`src/rtl/rr_grant_arbiter.sv`:
```
// Registered round-robin arbiter with a held one-hot grant.
// The grant is released on done or by an optional hold timeout.
module rr_grant_arbiter #(
    parameter int WIDTH    = 4,
    parameter int MAX_HOLD = 16,
    parameter int IDXW     = $clog2(WIDTH)
) (
    input  logic             clk,
    input  logic             rst,
    input  logic [WIDTH-1:0] req,
    input  logic             done,
    output logic [WIDTH-1:0] grant,
    output logic [IDXW-1:0]  grant_idx,
    output logic             grant_valid,
    output logic             timeout
);

    localparam int HW = (MAX_HOLD > 0) ? $clog2(MAX_HOLD + 1) : 1;
    localparam logic [HW-1:0] HOLD_LAST =
        (MAX_HOLD > 0) ? HW'(MAX_HOLD - 1) : '0;

    typedef enum logic {
        IDLE,
        GRANT
    } state_t;

    state_t           state, state_nx;
    logic [WIDTH-1:0] grant_nx;
    logic [IDXW-1:0]  grant_idx_nx;
    logic             grant_valid_nx;
    logic             timeout_nx;
    logic [HW-1:0]    hold_cnt, hold_cnt_nx;
    logic [IDXW-1:0]  last_idx, last_idx_nx;

    logic [WIDTH-1:0] hi_mask;
    logic [WIDTH-1:0] masked;
    logic [WIDTH-1:0] pool;
    logic [WIDTH-1:0] winner;
    logic [IDXW-1:0]  win_idx;

    // Requesters above the last owner go first; otherwise wrap to the bottom.
    always_comb begin
        hi_mask = '0;
        for (int i = 0; i < WIDTH; i++) begin
            hi_mask[i] = (i > int'(last_idx));
        end
        masked = req & hi_mask;
        pool   = (masked != '0) ? masked : req;
        winner = pool & (~pool + WIDTH'(1));
        win_idx = '0;
        for (int i = 0; i < WIDTH; i++) begin
            if (winner[i]) begin
                win_idx = IDXW'(i);
            end
        end
    end

    always_comb begin
        state_nx       = state;
        grant_nx       = grant;
        grant_idx_nx   = grant_idx;
        grant_valid_nx = grant_valid;
        timeout_nx     = 1'b0;
        hold_cnt_nx    = hold_cnt;
        last_idx_nx    = last_idx;
        unique case (state)
            IDLE: begin
                if (req != '0) begin
                    state_nx       = GRANT;
                    grant_nx       = winner;
                    grant_idx_nx   = win_idx;
                    grant_valid_nx = 1'b1;
                    hold_cnt_nx    = '0;
                end
            end
            GRANT: begin
                if (done) begin
                    state_nx       = IDLE;
                    last_idx_nx    = grant_idx;
                    grant_nx       = '0;
                    grant_idx_nx   = '0;
                    grant_valid_nx = 1'b0;
                end else if (MAX_HOLD != 0 && hold_cnt == HOLD_LAST) begin
                    state_nx       = IDLE;
                    last_idx_nx    = grant_idx;
                    grant_nx       = '0;
                    grant_idx_nx   = '0;
                    grant_valid_nx = 1'b0;
                    timeout_nx     = 1'b1;
                end else begin
                    hold_cnt_nx = hold_cnt + HW'(1);
                end
            end
            default: state_nx = IDLE;
        endcase
    end

    always_ff @(posedge clk or negedge rst) begin
        if (!rst) begin
            state       <= IDLE;
            grant       <= '0;
            grant_idx   <= '0;
            grant_valid <= 1'b0;
            timeout     <= 1'b0;
            hold_cnt    <= '0;
            last_idx    <= IDXW'(WIDTH - 1);
        end else begin
            state       <= state_nx;
            grant       <= grant_nx;
            grant_idx   <= grant_idx_nx;
            grant_valid <= grant_valid_nx;
            timeout     <= timeout_nx;
            hold_cnt    <= hold_cnt_nx;
            last_idx    <= last_idx_nx;
        end
    end

endmodule

```
`config.mk`:
```
export PLATFORM = sky130hd
export DESIGN_NAME = rr_grant_arbiter
export DESIGN_NICKNAME = d
export VERILOG_FILES = /design/src/rtl/rr_grant_arbiter.sv
export SDC_FILE = /design/constraint.sdc
export NUM_CORES = 1
export LEC_CHECK = 0
export CORE_MARGIN = 5
export CORE_UTILIZATION = 50
export CTS_CLUSTER_SIZE = 28
export DETAILED_ROUTE_END_ITERATION = 8
export DONT_BUFFER_PORTS = 1
export GPL_ROUTABILITY_DRIVEN = 0
export GPL_TIMING_DRIVEN = 0
export SETUP_SLACK_MARGIN = 0.05
export SLEW_MARGIN = 20
export SYNTH_ARGS = -nofsm -noshare
export SYNTH_HDL_FRONTEND = slang
export SYNTH_SLANG_ARGS = --single-unit
```
`constraint.sdc`:
```
create_clock -name clk -period 2.4 [get_ports clk]
set_input_delay 0.12 -clock clk [delete_from_list [all_inputs] [get_ports clk]]
set_output_delay 0.12 -clock clk [all_outputs]
set_load 0.01 [all_outputs]
```
Word level (Yosys, flattened, before mapping)
Index checks and enable logic that the tools add are counted.
- $add $sub $neg: 2
- $lt $le $gt $ge: 3
- equality and inequality tests: 5
- muxes and demuxes: 29
- bitwise logic cells: 4
- reduce and logical (&&, ||, !) cells: 6
- operators with widths (cell ; number):
    two-way mux 4 bit ; 4
    two-way mux 5 bit ; 3
    two-way mux 2 bit ; 7
    two-way mux 1 bit ; 10
    case mux 5 bit (2 select lines) ; 1
    AND 4 bit ; 2
    case mux 4 bit (2 select lines) ; 1
    nonzero test 4 bit ; 2
    inequality test 2 bit (second input constant) ; 3
    adder 5 x 1 -> 5 bit (second input constant) ; 1
    == test 5 x 4 -> 1 bit (second input constant) ; 1
    adder 4 x 1 -> 4 bit (second input constant) ; 1
    > comparator 2 bit (first input constant) ; 2
    inverter 4 bit ; 1
    case mux 1 bit (2 select lines) ; 2
    case mux 2 bit (2 select lines) ; 1
    AND reduction 2 bit ; 2
    inequality test 3 x 2 -> 1 bit (second input constant) ; 1
    AND reduction 3 bit ; 1
    > comparator 1 x 2 -> 1 bit (first input constant) ; 1
    nonzero test 2 bit ; 1
    inverter 1 bit ; 1
- bits in registers: 16

Longest topological paths before layout
- depth after elaboration: 12
- depth in mapped cells: 7
- depth with buffers taken out: 7

Worst setup path before layout
OpenSTA, ideal clock, no wires.
- kind: flip-flop to flip-flop
- start: reg hold_cnt[0]
- end: reg hold_cnt[3]
- library setup time: 128 ps
- data arrival time: 1561 ps
- data required time: 2272 ps
- path slack: 710 ps
- cell stages (with the launch flop): 8
- cells stage by stage: dfrtp_1 -> ha_1 -> and3_1 -> ha_1 -> nor3b_2 -> nand4_1 -> xor2_1 -> nor2_1
- word-level cells in the longest chain between the ends: 4
- elaborated cells between the ends (all ways): 7
- classes of those cells: add/sub: 1; eq/ne: 2; mux: 3; reduce/logical: 1
- RTL lines (element ; RTL line ; text):
    from (decl) ; 32 ; logic [HW-1:0] hold_cnt, hold_cnt_nx;
    from (signal assigned) ; 113 ; hold_cnt <= hold_cnt_nx;
    adder 5 x 1 -> 5 bit ; 91 ; hold_cnt_nx = hold_cnt + HW'(1);
    two-way mux 5 bit ; 83 ; end else if (MAX_HOLD != 0 && hold_cnt == HOLD_LAST) begin
    two-way mux 5 bit ; 77 ; if (done) begin
    case mux 5 bit (2 select lines) ; 66 ; unique case (state)
Parallel ways exist; a longest one is shown, timed or not. The select of a mux whose other input is x is not followed.
A chain may end at the register's enable or synchronous reset.

Worst setup path in the final report
- start: reg hold_cnt[0]
- end: reg grant_idx[1]
- word-level cells in the longest chain between the ends: 3
- RTL lines (element ; RTL line ; text):
    == test 5 x 4 -> 1 bit ; 83 ;
    inequality test 3 x 2 -> 1 bit (no line) ; n/a ;
    AND reduction 2 bit (no line) ; n/a ;
    to (signal assigned) ; 110 ; grant_idx <= grant_idx_nx;
    to (decl) ; 13 ; output logic [IDXW-1:0] grant_idx,
Every way passes these cells.

==> impl_results.rst <==
.. list-table::
   :header-rows: 1

   * - Metric
     - Value
   * - Result of the run
     - finished clean
   * - Synth Area per Inst
     - 10.5 um^2
   * - Sequential element share of the synthesized area
     - 0.486
   * - Worst clock skew
     - 10.1 ps
   * - Floorplan core area
     - 1540 um^2
   * - R2R cell count
     - 7
   * - Type of the tightest min-delay check
     - in -> reg
   * - Detail-routed via count per cell
     - 5.69
   * - Share of the core filled with cells
     - 0.594
   * - Number of levels the H-tree was split into
     - 1
   * - Core Rows
     - 14
   * - Max-cap check violation count
     - 0
   * - Clock tree from TritonCTS
     - done
   * - Maximum number of pins on one net before global-route repair
     - 17
   * - Number of antenna violations at the first check in global routing
     - 0
   * - Proportion of power drawn by combinational gates
     - 0.310
   * - Count of endpoints failing hold in the final timing report
     - 0
   * - Grt total ovfl
     - 0
   * - Total number of vias
     - 580
   * - Ratio of final minimum period to clock period
     - 0.810
   * - Die Width
     - 50.7 um
   * - Setup TNS after final layout
     - 0 ps
   * - Overall fraction of global-route tracks in use
     - 0.142
   * - Post-layout instance area
     - 916 um^2
   * - Kind of launch point of the worst setup path
     - register
   * - Sequential cell fraction of total power
     - 0.502
   * - Unrepaired setup endpoints after global routing
     - false
   * - Total clock buffers created by CTS
     - 3
   * - Post-route antenna net violation count
     - 0
   * - Clock net sink count
     - 16
   * - Layout cell share with drive strength beyond 1
     - 0.221
   * - Placed standard-cell area
     - 850 um^2
   * - Final HPWL from detailed placement
     - 1.14 mm
   * - Final-report setup violation count
     - 0
   * - Fillers
     - 129
   * - Area growth, synth to finish
     - 10.4%
   * - Max-slew violation count
     - 0
   * - Asr flop ratio synth
     - 1.00
   * - Number of nets produced by synthesis
     - 88
   * - Final Net Count
     - 96
   * - Worst Path Class, Setup
     - reg -> reg
   * - Max-slew headroom at the worst pin
     - 0.549
   * - Post-cts gate resize count
     - 0
   * - #FFs+latches synth
     - 16
   * - Residual DRC count
     - 0
   * - Number of enable flip-flop cells after synthesis
     - 0
   * - Input/output buffers
     - 0
   * - Total standard cell area after synthesis
     - 830 um^2
   * - Number of diodes
     - 0
   * - Final WL
     - 1.56 mm
   * - Switching fraction of total power
     - 0.366
   * - Post-synth cell types
     - 34
   * - Worst-path clk slew
     - 100 ps
   * - Detailed-routing iteration count for the pre-antenna-repair pass
     - 4
   * - Die footprint
     - 2570 um^2
   * - Portion of total power attributed to the clock network
     - 0.188
   * - Number of instances in the synthesized netlist
     - 79
   * - Worst Tran Pin Value
     - 675 ps
   * - Leak
     - 0.416 nW
   * - Initial standard-cell utilization of the core
     - 0.538
   * - Crit end category
     - register
   * - Peak fanout along the critical path
     - 7
   * - Achievable Freq
     - 0.515 GHz
   * - NetSw
     - 0.000340 W
   * - Data required, critical path
     - 2590 ps
   * - Average detailed-routed wire length per instance
     - 15.3 um
   * - Worst vdd ir
     - 0.585 mV
   * - Data arrival, critical path
     - 2140 ps
   * - First-iteration detailed-routing DRC count
     - 9
   * - Power density of the placed cells
     - 1010 nW/um^2
   * - Number of buffers on the longest clock path
     - 2
   * - Die Ht
     - 50.7 um
   * - Internal power
     - 0.000588 W
   * - Most frequently used flop master after synthesis
     - sky130_fd_sc_hd__dfrtp_1
   * - Yosys synthesis warning count
     - 0
   * - Post CTS Setup Buffer Count
     - 0
   * - Hold path depth
     - 3
   * - Clock insertion delay at the later pin of the skew report
     - 280 ps
   * - Number of global-route vias before repair
     - 573
   * - Root buffer selected by CTS
     - sky130_fd_sc_hd__clkbuf_4
   * - Fin crit period
     - 1940 ps
   * - First-pass GRT wire length
     - 2.80 mm
   * - Hold buffers post-CTS
     - 3
   * - Number of ports placed on the die boundary
     - 15
layout make-up:
type | count | area, um^2 | share of cell area
plain buffers | 1 | 5.00 | 0.00546
clock buffers | 4 | 36.3 | 0.0396
inverters | 5 | 18.8 | 0.0205
multi-input cells | 57 | 403 | 0.440
flip-flops and latches | 16 | 403 | 0.440
well taps | 16 | 20.0 | 0.0219
repair buffers | 3 | 30.0 | 0.0328
synth_stat cells (2+ instances only):
master | number | area (um^2)
sky130_fd_sc_hd__a21o_1 | 2 | 15.0
sky130_fd_sc_hd__dfrtp_1 | 14 | 350
sky130_fd_sc_hd__dfstp_2 | 2 | 52.6
sky130_fd_sc_hd__ha_1 | 2 | 25.0
sky130_fd_sc_hd__inv_1 | 3 | 11.3
sky130_fd_sc_hd__inv_2 | 2 | 7.51
sky130_fd_sc_hd__mux2_2 | 2 | 22.5
sky130_fd_sc_hd__nand2_1 | 11 | 41.3
sky130_fd_sc_hd__nor2_1 | 7 | 26.3
sky130_fd_sc_hd__nor3b_1 | 2 | 15.0
sky130_fd_sc_hd__o2111ai_1 | 2 | 17.5
sky130_fd_sc_hd__o21ai_0 | 6 | 30.0
sky130_fd_sc_hd__xor2_1 | 3 | 26.3
power groups by stage:
stage	Combinational, W	Sequential (W)	Clock, W
final	0.000287	0.000466	0.000175
after global routing	0.000331	0.000485	0.000193
after CTS	0.000291	0.000469	0.000179
after detailed placement	0.000278	0.000475	0
after global placement	0.000275	0.000472	0
after floorplan	0.000232	0.000451	0
state kept, by name, indices dropped and copies added, names as in the netlist:
signal       count
state            1
hold_cnt         5
grant_idx        2
timeout          1
last_idx         2
grant            4
grant_valid      1
path summary, 6_finish.rpt:
check	end	slack, ps	from
min in group asynchronous	timeout$_DFF_PN0_	300	rst
max in group asynchronous	grant[1]$_DFFE_PN0P_	1660	rst
worst min register to register	hold_cnt[4]$_DFFE_PN0P_	550	hold_cnt[4]$_DFFE_PN0P_
worst min-delay path	hold_cnt[0]$_DFFE_PN0P_	9	req[0]
worst max-delay path	grant_idx[1]$_DFFE_PN0P_	460	hold_cnt[0]$_DFFE_PN0P_
worst max register to register	grant_idx[1]$_DFFE_PN0P_	460	hold_cnt[0]$_DFFE_PN0P_
layout by cell type (no fill, tap or decap), types with 2 or more instances in the layout:
| master | instances |
|---|---|
| sky130_fd_sc_hd__a21o_1 | 2 |
| sky130_fd_sc_hd__clkbuf_4 | 3 |
| sky130_fd_sc_hd__mux2_2 | 2 |
| sky130_fd_sc_hd__xor2_1 | 3 |
| sky130_fd_sc_hd__nor2_1 | 7 |
| sky130_fd_sc_hd__nand2_1 | 11 |
| sky130_fd_sc_hd__nor3b_1 | 2 |
| sky130_fd_sc_hd__o21ai_0 | 6 |
| sky130_fd_sc_hd__inv_2 | 2 |
| sky130_fd_sc_hd__dfstp_2 | 2 |
| sky130_fd_sc_hd__ha_1 | 2 |
| sky130_fd_sc_hd__dfrtp_1 | 14 |
| sky130_fd_sc_hd__o2111ai_1 | 2 |
| sky130_fd_sc_hd__inv_1 | 3 |
| sky130_fd_sc_hd__dlygate4sd3_1 | 3 |
worst max-delay path: stages (launching register included):
cell,delay (ps)
sky130_fd_sc_hd__dfrtp_1,440
sky130_fd_sc_hd__ha_1,230
sky130_fd_sc_hd__and3_1,180
sky130_fd_sc_hd__ha_1,230
sky130_fd_sc_hd__nor3b_2,320
sky130_fd_sc_hd__a21o_1,270
sky130_fd_sc_hd__nand2_1,90
sky130_fd_sc_hd__o211ai_1,90
metal layers:
layer	part of all wire	track usage	routed length, um	up-vias
met5	0	0	0	-
met4	0.0064	0.0553	10	0
met1	0.52	0.207	803	264
met2	0.41	0.188	635	16
met3	0.068	0.0503	106	2
li1	-	-	-	298
cell families (layout without fill, tap and decap cells):
kind of cell,after synthesis,count (layout),synth area share
muxes,3,3,0.0392
DFF,16,16,0.486
adders and majority gates,3,3,0.0437
and+or+nand+nor,28,28,0.187
xor gates and xnor gates,3,3,0.0317
buffers and inverters,6,13,0.0287
AOI/OAI and AO/OA,20,20,0.184
through the flow:
stage | setup WS [ps] | std cells | total power [W] | hold WS (ps)
finish | 457 | 102 | 0.000927 | 8.87
global route | 266 | 102 | 0.00101 | 11.7
CTS | 477 | 102 | 0.000939 | 4.89
detailed placement | 512 | 95 | 0.000753 | -175
global placement | 519 | 95 | 0.000748 | -175
floorplan | 710 | 79 | 0.000683 | -176
(Power assumes the default switching activity.)
